`config.mk`:
```
export PLATFORM = sky130hd
export DESIGN_NAME = pulse_tx
export DESIGN_NICKNAME = d
export VERILOG_FILES = /design/src/rtl/pulse_pkg.sv /design/src/rtl/hold_cnt.sv /design/src/rtl/pulse_tx.sv
export SDC_FILE = /design/constraint.sdc
export NUM_CORES = 1
export LEC_CHECK = 0
export ABC_CLOCK_PERIOD_IN_PS = 1600
export CORE_MARGIN = 2
export CORE_UTILIZATION = 46
export DETAILED_ROUTE_END_ITERATION = 12
export PLACE_DENSITY = 0.72
export SYNTH_ARGS = -nofsm -noshare
export SYNTH_HDL_FRONTEND = slang
export SYNTH_HIERARCHICAL = 1
export SYNTH_SLANG_ARGS = --single-unit
```
`constraint.sdc`:
```
create_clock -name clk -period 1.6 [get_ports clk]
set_input_delay 0.24 -clock clk [delete_from_list [all_inputs] [get_ports clk]]
set_output_delay 0.24 -clock clk [all_outputs]
set_load 0.03 [all_outputs]
```
`src/rtl/pulse_pkg.sv`:
```
`default_nettype none
// ============================================================================
// Module  : pulse_pkg
// Purpose : Shared state encodings, widths and defaults for the pulse
//           transmitter and its hold counter.
// Revision: 1.0 - initial release
// ============================================================================
package pulse_pkg;

  // Counter / pulse-count width; also the width of the HOLD parameter.
  localparam int C_CNT_W = 4;

  // Default number of enabled cycles each output level is held.
  localparam logic [C_CNT_W-1:0] C_HOLD_DEFAULT = 4'd12;

  // Transmitter states; the fourth encoding (3) is illegal and recovers to IDLE.
  typedef enum logic [1:0] {
    ST_IDLE = 2'd0,
    ST_HIGH = 2'd1,
    ST_LOW  = 2'd2
  } state_t;

  // Terminal value of the hold counter for a given hold length.
  function automatic logic [C_CNT_W-1:0] last_cnt(input logic [C_CNT_W-1:0] hold);
    return hold - 4'd1;
  endfunction

endpackage
`default_nettype wire

```
`src/rtl/hold_cnt.sv`:
```
`default_nettype none
// ============================================================================
// Module  : hold_cnt
// Purpose : Enabled up-counter that times how long the transmitter holds
//           each output level; tc flags the last cycle of a hold period.
// Revision: 1.0 - initial release
// ============================================================================
module hold_cnt
  import pulse_pkg::*;
#(
  parameter logic [C_CNT_W-1:0] HOLD = C_HOLD_DEFAULT
) (
  input  logic clk,
  input  logic rst,
  input  logic en,
  input  logic clr,
  output logic tc
);

  logic [C_CNT_W-1:0] r_cnt;

  // Count enabled cycles; a clear request wins over the increment.
  always_ff @(posedge clk or posedge rst) begin
    if (rst) begin
      r_cnt <= '0;
    end else if (en) begin
      if (clr) begin
        r_cnt <= '0;
      end else begin
        r_cnt <= r_cnt + 4'd1;
      end
    end
  end

  // Terminal count is decoded straight from the register so the FSM sees
  // it in the same cycle the counter reaches HOLD-1.
  assign tc = (r_cnt == last_cnt(HOLD));

endmodule
`default_nettype wire

```
`src/rtl/pulse_tx.sv`:
```
`default_nettype none
// ============================================================================
// Module  : pulse_tx
// Purpose : Transmits a train of num pulses, each HOLD enabled cycles high
//           followed by HOLD enabled cycles low, with a registered
//           completion strobe and a synchronous abort.
// Revision: 1.0 - initial release
// ============================================================================
module pulse_tx
  import pulse_pkg::*;
#(
  parameter logic [C_CNT_W-1:0] HOLD = C_HOLD_DEFAULT
) (
  input  logic               clk,
  input  logic               rst,
  input  logic               en,
  input  logic               start,
  input  logic [C_CNT_W-1:0] num,
  input  logic               abort,
  output logic               y,
  output logic               busy,
  output logic               done
);

  state_t             r_state;
  state_t             w_next;
  logic [C_CNT_W-1:0] r_remaining;
  logic               r_y;
  logic               r_done;

  logic               w_tc;
  logic               w_clr;
  logic               w_accept;
  logic               w_last;
  logic               w_low_end;

  // A request is only taken in IDLE, with a non-zero count and no abort.
  assign w_accept  = (r_state == ST_IDLE) && start && (num != '0) && !abort;

  // End of a LOW hold period: either start the next pulse or finish.
  assign w_low_end = (r_state == ST_LOW) && w_tc;

  // Final pulse of the train; remaining==0 cannot occur in LOW but is
  // treated as final so the FSM can never get stuck cycling.
  assign w_last    = w_low_end && (r_remaining <= 4'd1);

  // Hold counter restarts on every state change and is parked at zero in IDLE.
  assign w_clr     = abort || (w_next != r_state) || (r_state == ST_IDLE);

  hold_cnt #(
    .HOLD (HOLD)
  ) u_hold_cnt (
    .clk (clk),
    .rst (rst),
    .en  (en),
    .clr (w_clr),
    .tc  (w_tc)
  );

  // Next-state decode; abort overrides everything, illegal codes recover.
  always_comb begin
    w_next = r_state;
    if (abort) begin
      w_next = ST_IDLE;
    end else begin
      case (r_state)
        ST_IDLE: begin
          if (w_accept) begin
            w_next = ST_HIGH;
          end
        end
        ST_HIGH: begin
          if (w_tc) begin
            w_next = ST_LOW;
          end
        end
        ST_LOW: begin
          if (w_tc) begin
            w_next = w_last ? ST_IDLE : ST_HIGH;
          end
        end
        default: begin
          w_next = ST_IDLE;
        end
      endcase
    end
  end

  // State register, advanced only on enabled cycles.
  always_ff @(posedge clk or posedge rst) begin
    if (rst) begin
      r_state <= ST_IDLE;
    end else if (en) begin
      r_state <= w_next;
    end
  end

  // Registered outputs and pulse bookkeeping; done is a one-cycle strobe
  // that drops on every edge where it is not explicitly set.
  always_ff @(posedge clk or posedge rst) begin
    if (rst) begin
      r_y         <= 1'b0;
      r_done      <= 1'b0;
      r_remaining <= '0;
    end else begin
      r_done <= 1'b0;
      if (en) begin
        // y tracks the state being entered so it rises on the accepting edge.
        r_y    <= (w_next == ST_HIGH);
        r_done <= w_last && !abort;
        if (abort) begin
          r_remaining <= '0;
        end else if (w_accept) begin
          r_remaining <= num;
        end else if (w_low_end) begin
          r_remaining <= w_last ? '0 : (r_remaining - 4'd1);
        end
      end
    end
  end

  assign y    = r_y;
  assign done = r_done;
  assign busy = (r_state != ST_IDLE);

endmodule
`default_nettype wire

```
==> impl_results.md, run 1 <==
- Outcome: finished with violations
- Failing checks: negative setup slack
- Setup violators final: 6
- Clock latency on the worst-skew pair: 0.27 ns
- Gr usage total: 0.218
- Largest cells by area after synthesis: dfrtp_1 (38%), ha_1 (4.7%), inv_1 (4.7%)
- Worst path cell trace: clkdlybuf4s50_1 -> or4_4 -> a211oi_2 -> nand2b_4 -> mux2_4
- Global route total overflow: 0
- Hpwl dp: 1420 um
- RSZ-0062 raised after global routing: true
- Syn Nets: 95
- #FFs+latches synth: 12
- Drt initial violations: 28
- DR vias/cell: around 5.7
- Net switching power: 0.000332 W
- Sequential fraction of the synthesis area: 0.375
- Antenna violations before repair: 0
- Tmin final: 1.66 ns
- Slew margin rel.: 0.766
- Nets: 130
- Required @ worst endpoint: between 1.5 and 2 ns
- First-pass GRT wire length: 3240 um
- Initial DRT Pass Iterations: 4
- Clk sinks: 12
- DR WL/cell: 15.1 um
- Peak VDD IR: 528 uV
- Worst slew pin tran: 0.349 ns
- Top FF cell, synth: dfrtp_1
- Die height: 45.7 um
- CTS Hold Buffers Added: 0
- Fin worst setup slack: -0.0629 ns
- Max incr delay on CP: 0.44 ns
- GP Congestion: 0.869
- Initial Util: 0.474
- Max Fclk: between 600 and 700 MHz
- Port Buffer Count: 11
- Combinational power share: 0.429
- Pint: 0.000658 W
- Site Rows: 15
- Clock Pin Slew Worst Setup and Hold Paths: 0.08 ns
- P_leak: 0.541 nW
- Synth Cell Area: 801 um2
- Crit path kind: primary input to flop
- Clock Skews: between 0.006 and 0.007 ns
- Post-synthesis cell type count: 39
- Largest net degree at the start of global routing: 9
- Die width: 45.7 um
- CTS Buf Count: 3
- Final ANT Viol Nets: 0
- # H-tree levels: 1
- Post-place instance area: 0.00106 mm2
- Die area: roughly 0.0021 mm2
- Post-Synthesis Cells: 83
- Flop pwr share: 0.387
- Placeable core area: ~0.0017 mm2
- Top cells by count, synth: dfrtp_1 (12), inv_1 (10), nor2_1 (7)
- Syn-to-layout area delta: 47.8%
- Ys async rst share: 1.00
- Period utilisation layout: 1.04
- P per Cell Area: 836 mW/mm2
- EDFF count, synth: 0
- Residual DRC count: 0
- Fin util: 0.701
- Overall power: 0.000990 W
- Final instance area: ~0.0012 mm2
- Worst setup EP type: flop
- Critical path arrival: around 1.8 ns
- CP max stage cell: or4_4
- Final hold violations: 0
- Via Count: 756
- Number of global-route vias before repair: around 730
- Count leader, synth: dfrtp_1
- CP Max Fanout: 3
- Routed wire length: 2010 um
- Max Cap Violations: 0
- Yosys top cell area share: 0.375
- Type of element launching the critical path: primary input
- Switching Share: 0.335
- Maximum root-to-sink buffer count: 2
- Power share of the clock group: 0.184
- Min-Delay Path Class: primary input to async pin
- Avg Inst Size Synth: 9.65 um2
- Biggest area consumer among synthesized cells: dfrtp_1
- Share of post-route cells with drive strength above 1: 0.422
- CTS root buffer: clkbuf_4
- Antenna diodes: 0
- Clock tree from TritonCTS: built
- Yosys warns: 6
- I/O Pins: 12
- Max-slew violation total from the final report: 0
==> final timing paths <==
path / slack (ns) / depth (start not counted) / end / startpoint
setup reg to reg: -0.06 / 7 / r_remaining[1] / u_hold_cnt/r_cnt[0]
hold reg to reg: 0.53 / 2 / y / y
min in group clk: 0.49 / 4 / r_remaining[1] / num[1]
max in group asynchronous: 1.08 / 2 / r_state[0] / rst
setup / recovery: -0.06 / 5 / r_remaining[1] / num[0]
hold / removal: 0.19 / 2 / u_hold_cnt/r_cnt[3] / rst
==> power by group through the flow <==
stage,Combinational (W),Clock [W],Sequential [W]
2_1_floorplan,0.000202,0,0.000385
3_3_place_gp,0.000354,0,0.000384
3_5_place_dp,0.000357,0,0.000386
4_1_cts,0.000373,0.000191,0.000380
5_1_grt,0.000461,0.000215,0.000388
6_report,0.000424,0.000182,0.000383
==> flip-flops by register name, summed over array words and instances, names as in the netlist <==
name	cells
done	1
r_state	2
r_remaining	4
y	1
u_hold_cnt/r_cnt	4
==> layout make-up <==
class	instances	area (um2)
multi-input combinational	60	546
fill	125	505
sequential	12	302
timing repair buffer	31	255
inverter	10	37.5
clock buffer	3	22.5
tap	17	21.3
==> layer usage <==
layer	GRT usage	wire, um	vias to the layer above
met2	0.369	1050	17
met1	0.283	877	365
met4	0.0514	25	0
met3	0.0476	52	4
met5	0	0	-
li1	-	-	370
==> critical path, delay by kind of cell <==
| kind | cells | cell delay [ns] |
|---|---|---|
| buffers and inverters | 1 | 0.42 |
| AOI/OAI and AO/OA | 1 | 0.24 |
| and+or+nand+nor | 2 | 0.62 |
| muxes | 1 | 0.29 |
==> repair_timing <==
item / CTS / global route
hold endpoints to repair: 0 / 0
resized for setup: 11 / 14
setup endpoints to repair: 10 / 11
setup buffers: 1 / 2
pin swaps: 5 / 4
==> kinds of logic after synthesis <==
| kind of cell | Yosys count | synth area share |
|---|---|---|
| compound gates | 23 | 0.213 |
| flops | 12 | 0.375 |
| xor+xnor | 1 | 0.0109 |
| mux | 3 | 0.0422 |
| fa+ha+maj | 3 | 0.0469 |
| simple gates | 30 | 0.248 |
| buf+inv | 11 | 0.0641 |
==> layout by cell type, fill, tap and decap left out, types with 2 or more instances in the layout <==
master / count
nor2_1: 6
inv_1: 10
buf_4: 19
nand2b_4: 3
clkdlybuf4s50_1: 7
mux2_4: 2
nand3b_1: 2
o41ai_2: 2
or3_1: 2
a32o_1: 2
clkbuf_4: 3
a31oi_1: 2
nand2_1: 3
o21ai_0: 3
dlygate4sd2_1: 3
ha_2: 2
o21ai_1: 4
dfrtp_1: 11
==> metrics by stage <==
step / hold WS [ns] / TNS [ns] / setup slack [ns] / std cells
after detailed placement: 0.468 / -2.25 / -0.433 / 127
after global placement: 0.473 / -2.18 / -0.426 / 127
after global routing: 0.192 / -0.712 / -0.138 / 133
after CTS: 0.187 / -0.188 / -0.0551 / 131
final: 0.187 / -0.274 / -0.0629 / 133
after floorplan: 0.00608 / -0.137 / -0.0608 / 83
No activity file was read; power rests on OpenSTA's default activity.
==> run 2, diff against run 1 <==
SLEW_MARGIN = 25   (was unset)
==> results of run 2 <==
Same layout as run 1: the final DEF is identical, and so are final timing and power.
==> run 3, diff against run 2 <==
PLACE_DENSITY = 0.79   (was 0.72)
SKIP_CTS_REPAIR_TIMING = 1   (was unset)
==> impl_results.md, run 3 (synthesis gave the netlist of run 1 again) <==
- Required @ worst endpoint: 1.77 ns (about the same)
- Drt initial violations: 13 (-54%)
- Tmin final: 1.72 ns (+0.0522 ns)
- I/O Pins: 12 (unchanged)
- Most common cell after layout, fill and taps aside: buf_4
- Critical path arrival: 1.89 ns (+0.07 ns)
- Failing checks: negative setup slack
- Setup crit end: r_remaining[0]
- Worst slew pin tran: 0.403 ns (+0.0538 ns)
- Die height: 45.7 um (unchanged)
- Antenna violations before repair: 0 (unchanged)
- CP max stage cell: or4_4
- Largest net degree at the start of global routing: 9 (unchanged)
- Pint: 0.000686 W (+4.2%)
- Max Cap Violations: 0 (unchanged)
- Number of global-route vias before repair: 760 (+4.3%)
- Fin util: 0.707 (+0.00667)
- Fin worst setup slack: -0.115 ns (-0.0522 ns)
- FF-to-FF path depth: 6 (-1)
- Clock Pin Slew Worst Setup and Hold Paths: 0.08 ns (about the same)
- Most frequent cells in the layout: buf_4 (20), dfrtp_1 (12), inv_1 (10), clkdlybuf4s50_1 (7), nor2_1 (6)
- Period utilisation layout: 1.07 (+0.0326)
- Flop pwr share: 0.365 (-0.022)
- Routed wire length: 2090 um (+4.2%)
- First-pass GRT wire length: 3080 um (-4.9%)
- CTS root buffer: clkbuf_4
- Syn-to-layout area delta: 49.2%
- Via Count: 795 (+5.2%)
- Site Rows: 15 (unchanged)
- Setup violators final: 6 (unchanged)
- Final ANT Viol Nets: 0 (unchanged)
- Hpwl dp: 1610 um (+13%)
- Maximum root-to-sink buffer count: 2 (unchanged)
- Max-slew violation total from the final report: 0 (unchanged)
- Peak VDD IR: 523 uV (-0.85%)
- # H-tree levels: 1 (unchanged)
- Slew margin rel.: 0.731 (-0.0353)
- Crit path kind: primary input to flop
- Gr usage total: 0.206 (-0.0123)
- Setup slack at placement: -0.465 ns (-0.0315 ns)
- Clock tree from TritonCTS: built
- Initial DRT Pass Iterations: 5 (+1)
- Type of element launching the critical path: primary input
- P_leak: 0.588 nW (+8.7%)
- CP Max Fanout: 3 (unchanged)
- Top Family by Delay on Critical Path: simple AND/OR/NAND/NOR gates
- Net switching power: 0.000345 W (+4.0%)
- Final hold violations: 0 (unchanged)
- Port Buffer Count: 11 (unchanged)
- Placeable core area: 0.00169 mm2 (unchanged)
- Initial Util: 0.474 (unchanged)
- Global route total overflow: 0 (unchanged)
- Min-Delay Path Class: primary input to async pin
- Max incr delay on CP: 0.47 ns (+0.03 ns)
- Die width: 45.7 um (unchanged)
- WP depth: 5 (unchanged)
- Worst R2R End: r_remaining[0]
- Clk sinks: 12 (unchanged)
- Antenna diodes: 0 (unchanged)
- Worst r2r src: r_remaining[0]
- Power share of the clock group: 0.243 (+0.059)
- Clock latency on the worst-skew pair: 0.28 ns (about the same)
- Setup slack, reg-to-reg: -0.12 ns (-0.05 ns)
- Worst path buffer plus inverter count: 1 (unchanged)
- Nets: 130 (unchanged)
- P per Cell Area: 863 mW/mm2 (+3.2%)
- RSZ-0062 raised after global routing: true
- GP Congestion: 0.848 (-2.5%)
- Worst setup EP type: flop
- Switching Share: 0.335 (-0.000482)
- CTS Buf Count: 3 (unchanged)
- DR WL/cell: 15.6 um (+3.4%)
- Share of post-route cells with drive strength above 1: 0.385 (-0.0378)
- Clock Skews: 0.00355 ns (-0.00343 ns)
- Outcome: finished with violations
- Max Fclk: 583 MHz (-3.0%)
- Biggest regs: r_remaining: 4 flops, u_hold_cnt/r_cnt: 4 flops, r_state: 2 flops
- Residual DRC count: 0 (unchanged)
- Die area: 0.00209 mm2 (unchanged)
- Combinational power share: 0.392 (-0.037)
- Origin of the worst setup path: num[2]
- Worst path cell trace: clkdlybuf4s50_1 -> or4_4 -> a211oi_4 -> nand2b_4 -> mux2_4
- DR vias/cell: 5.93 (+4.4%)
[run 3: power by group through the flow]
stage / registers, W / logic [W] / clock network (W)
2_1_floorplan: 0.000385 / 0.000202 / 0
3_3_place_gp: 0.000380 / 0.000345 / 0
3_5_place_dp: 0.000382 / 0.000354 / 0
4_1_cts: 0.000376 / 0.000358 / 0.000249
5_1_grt: 0.000383 / 0.000434 / 0.000266
6_report: 0.000376 / 0.000404 / 0.000250
[run 3: cell type report]
type	instances	area, um2
multi-input combinational	60	529
fill	122	494
sequential	12	300
timing repair buffer	31	270
inverter	10	37.5
clock buffer	4	36.3
tap	17	21.3
[run 3: how the worst min path moves through the flow]
stage,from,end,slack (ns)
after CTS,rst,u_hold_cnt/r_cnt[2],0.18
after floorplan,rst,u_hold_cnt/r_cnt[0],0.006
after detailed placement,rst,u_hold_cnt/r_cnt[2],0.47
final,rst,u_hold_cnt/r_cnt[1],0.17
after global routing,rst,u_hold_cnt/r_cnt[1],0.20
after global placement,rst,u_hold_cnt/r_cnt[2],0.48
[run 3: routing by layer]
metal,global-route usage,vias to the layer above,part of all wire
li1,-,372,-
met1,0.236,389,0.40
met2,0.386,29,0.54
met3,0.0317,5,0.042
met4,0.0629,0,0.020
met5,0,-,0
[run 3: per-stage QoR]
| stage | power [W] | hold slack [ns] | std cells | setup TNS, ns | cell area, um2 |
|---|---|---|---|---|---|
| after floorplan | 0.000588 | 0.00608 | 83 | -0.137 | 818 |
| after global placement | 0.000725 | 0.476 | 128 | -2.25 | 1070 |
| after detailed placement | 0.000737 | 0.472 | 128 | -2.59 | 1070 |
| after CTS | 0.000984 | 0.182 | 132 | -1.16 | 1110 |
| after global routing | 0.00108 | 0.197 | 134 | -0.787 | 1190 |
| final | 0.00103 | 0.174 | 134 | -0.364 | 1190 |
